===== src/rtl/counter_pkg.sv =====
// -----------------------------------------------------------------------------
// counter_pkg
// Purpose : Shared constants for the free-running loadable up-counter.
// Contents:
//   CNT_WIDTH   - counter / load-data width in bits (only 8 is supported)
//   CNT_RST_VAL - value the counter takes on a sampled reset
// -----------------------------------------------------------------------------
package counter_pkg;

  localparam int unsigned CNT_WIDTH = 8;

  localparam logic [CNT_WIDTH-1:0] CNT_RST_VAL = 8'h00;

endpackage : counter_pkg


===== src/rtl/counter.sv =====
// -----------------------------------------------------------------------------
// counter
// Purpose : Free-running WIDTH-bit up-counter with synchronous load.
//           Priority on each rising clk edge: reset > load (wr) > increment.
//           Arithmetic wraps modulo 2^WIDTH with no flag or saturation.
// Ports (positional order is fixed: reset, clk, wdata, wr, data_cnt):
//   reset    in  1      synchronous, active-high reset
//   clk      in  1      clock, all state changes on the rising edge
//   wdata    in  WIDTH  load value, sampled only when wr = 1
//   wr       in  1      synchronous load strobe, active-high
//   data_cnt out WIDTH  counter value, driven straight from the register
// -----------------------------------------------------------------------------
module counter
  import counter_pkg::*;
#(
  parameter int WIDTH = CNT_WIDTH
) (
  input  logic             reset,
  input  logic             clk,
  input  logic [WIDTH-1:0] wdata,
  input  logic             wr,
  output logic [WIDTH-1:0] data_cnt
);

  logic [WIDTH-1:0] r_cnt;
  logic [WIDTH-1:0] w_cnt_inc;

  // Width-matched +1; the carry out of the top bit is dropped, giving the
  // FF -> 00 wrap for free.
  assign w_cnt_inc = r_cnt + WIDTH'(1);

  // NOTE: reset is sampled inside the clocked block (no reset in the
  // sensitivity list), so it only acts on a rising edge and a pulse between
  // edges is ignored. State is updated with non-blocking assignments so every
  // flop samples pre-edge values.
  always_ff @(posedge clk) begin
    if (reset) begin
      r_cnt <= WIDTH'(CNT_RST_VAL);
    end else if (wr) begin
      r_cnt <= wdata;
    end else begin
      r_cnt <= w_cnt_inc;
    end
  end

  assign data_cnt = r_cnt;

endmodule : counter


===== config.mk =====
export PLATFORM = sky130hd
export DESIGN_NAME = counter
export DESIGN_NICKNAME = d
export VERILOG_FILES = /design/src/rtl/counter_pkg.sv /design/src/rtl/counter.sv
export SDC_FILE = /design/constraint.sdc
export NUM_CORES = 1
export LEC_CHECK = 0
export CORE_AREA = 2 2 39 41
export DETAILED_ROUTE_END_ITERATION = 6
export DIE_AREA = 0 0 41 43
export PLACE_DENSITY = 0.71
export RECOVER_POWER = 50
export SYNTH_ARGS = -nofsm -noshare
export SYNTH_HDL_FRONTEND = slang
export SYNTH_SLANG_ARGS = --single-unit

===== constraint.sdc =====
create_clock -name clk -period 3.78 [get_ports clk]
set_clock_uncertainty 0.15 [all_clocks]
set_input_delay 1.134 -clock clk [delete_from_list [all_inputs] [get_ports clk]]
set_output_delay 1.134 -clock clk [all_outputs]
set_load 0.01 [all_outputs]

==> metrics.md <==
| Metric | Value |
|---|---|
| Outcome | `finished clean` |
| Max reg flops | `8` |
| Tmin final | `about 2500 ps` |
| Clock buffer depth | `2` |
| Max Slew Vio Count | `0` |
| Post_cts resized | `0` |
| Most frequent cells after synthesis | `dfxtp_1, nor2_1, nand2_1` |
| Final nets | `77` |
| Ys flop type | `dfxtp_1` |
| Synth area leader | `dfxtp_1` |
| Type of the worst setup path | `reg2out` |
| Synth area leaders | `dfxtp_1, nor2_1, a311oi_1` |
| Crit-path cells | `clkdlybuf4s50_1` |
| Post-CTS Setup Repair Bufs | `0` |
| Core Util, Final | `42.4%` |
| RD Place Congestion | `0.705` |
| Global-route wire length before repair | `1.43 mm` |
| Max-slew headroom | `78.4%` |
| Cell family with most CP delay | `buffers and inverters` |
| Buffers and inverters on the worst path | `1` |
| Largest net degree at the start of global routing | `12` |
| CP endpoint kind | `output port` |
| Synth top area share | `about 43%` |
| Synth warn | `0` |
| Tcrit/Tclk final | `67.3%` |
| Worst hold path class | `reg2reg` |
| Hpwl dp | `650 microns` |
| Layout area overhead | `57.9%` |
| Die ar. | `approximately 1800 sq um` |
| Share of cells above drive strength 1 | `between 6 and 7%` |
| Fill cell count | `151` |
| Post-synthesis cell area | `372 sq um` |
| Placed Area | `564 sq um` |
| Vias in the first global route | `about 370` |
| Design area | `587 sq um` |
| Critical Path Fanout Max | `5` |
| Dpl ws | `about 1300 ps` |
| Slowest stage delay, CP | `590 ps` |
| CP Launch Type | `flip-flop` |
| Slowest-stage cell, CP | `clkdlybuf4s50_1` |
| WP data arrival | `between 1000 and 1500 ps` |
| Sequential fraction of the synthesis area | `43.1%` |
| Synth unique cells | `16` |
| DR WL/cell | `11.0 microns` |
| H-tree depth | `1` |
| Vias | `377` |
| Register bit total from synthesis | `8` |
| Worst slew pin tran | `324 ps` |
| Fin Hold WS | `358 ps` |
| Die width | `41 microns` |
| Core area | `1380 sq um` |
| Chip Height | `43 microns` |
| FFs w/ async S/R, synth | `0%` |
| Vias per std cell | `4.77` |
| Clock Root Buffer | `clkbuf_4` |
| Initial antenna violation count | `0` |
| PortBufs | `18` |
| CP Data Required Time | `2500 ps` |
| Gr ovfl total | `0` |
| I/O Pins | `19` |
| EDFF count, synth | `0` |
| Mapped Cells | `44` |
| Syn_nets | `56` |
| WL final | `slightly below 900 microns` |
| CTS hold repair buffers | `0` |
| Post-Route Setup TNS | `0 ps` |
| Final WS setup | `1240 ps` |
| Rows | `14` |
| Routed Antenna Nets | `0` |
| Initial DRC Count | `0` |
| Gr usage total | `12.6%` |
| LEAKAGE | `0.216 nW` |
| Starting Density | `a little over a quarter` |
| RSZ-0062 raised after global routing | `no` |
| Total CTS buffers | `3` |
| CTS sink count | `8` |
| Fin. Hold Viols | `0` |
| Clock slew at reported path FFs | `50 ps` |
| Clock tree from TritonCTS | `yes` |
| Final Setup Violations | `0` |
| Drt first pass iters | `1` |
| Maxcap violations | `0` |
| Pwr per Cell Area | `345 nW/um^2` |
| Peak VDD IR | `0.119 mV` |
| Max Clock Freq | `0.393 GHz` |
| Clock Latency Late Sink | `approximately 250 ps` |
| Syn avg cell area | `about 8.4 sq um` |
| N_diodes | `0` |
| DRC | `0` |
[worst paths after layout]
kind,cells after the start,startpoint,to,slack [ps]
worst min-delay path,2,data_cnt[7],data_cnt[7],360
worst min register to register,2,data_cnt[7],data_cnt[7],360
worst max register to register,4,data_cnt[0],data_cnt[6],2210
worst max-delay path,1,data_cnt[3],data_cnt[3],1240
[power by group]
group / internal (mW) / switching [mW]
Combinational: 0.0250 / 0.0152
Sequential: 0.0907 / 0.00700
Clock: 0.0363 / 0.0284
[through the flow]
stage                     power (mW)  std cells
after floorplan                0.114         44
after global placement         0.139         76
after detailed placement       0.140         76
after CTS                      0.209         79
after global routing           0.218         79
final                          0.203         79
[logic make-up (layout without fill, tap and decap cells)]
logic type,Yosys count,after routing,synth area share (%)
and+or+nand+nor,18,18,22.9
xor gates and xnor gates,3,3,7.07
buffers and inverters,3,22,3.03
DFF,8,8,43.1
muxes,1,1,2.69
adders and majority gates,1,1,3.37
AOI/OAI and AO/OA,10,10,17.8
[layout make-up]
cell class / instances / area, sq um / area share (%)
Multi-Input combinational cell: 33 / 200 / 34.1
Timing Repair Buffer: 18 / 180 / 30.7
Sequential cell: 8 / 160 / 27.3
Clock buffer: 3 / 22.5 / 3.84
Tap cell: 16 / 20.0 / 3.41
Inverter: 1 / 3.75 / 0.640
[per-layer routing]
metal,up-vias,share of wire [%],GRT usage [%]
met2,13,51,18.4
met3,0,7.6,4.71
met5,-,0,0
met1,169,41,14.5
met4,0,0,8.00
li1,195,-,-
[cells in the final DEF, fill, tap and decap left out]
cell and instances:
nor2_1 8, xor2_1 3, dfxtp_1 8, nand2_1 4, a211oi_1 2, nand4_1 1
a21oi_1 2, ha_1 1, mux2i_1 1, clkdlybuf4s50_1 17, a311oi_1 3, o21ai_0 3
inv_1 1, nand3_2 1, clkbuf_4 3, or3_1 3, dlygate4sd3_1 1, nand3_1 1
No activity file was read; power rests on OpenSTA's default activity.
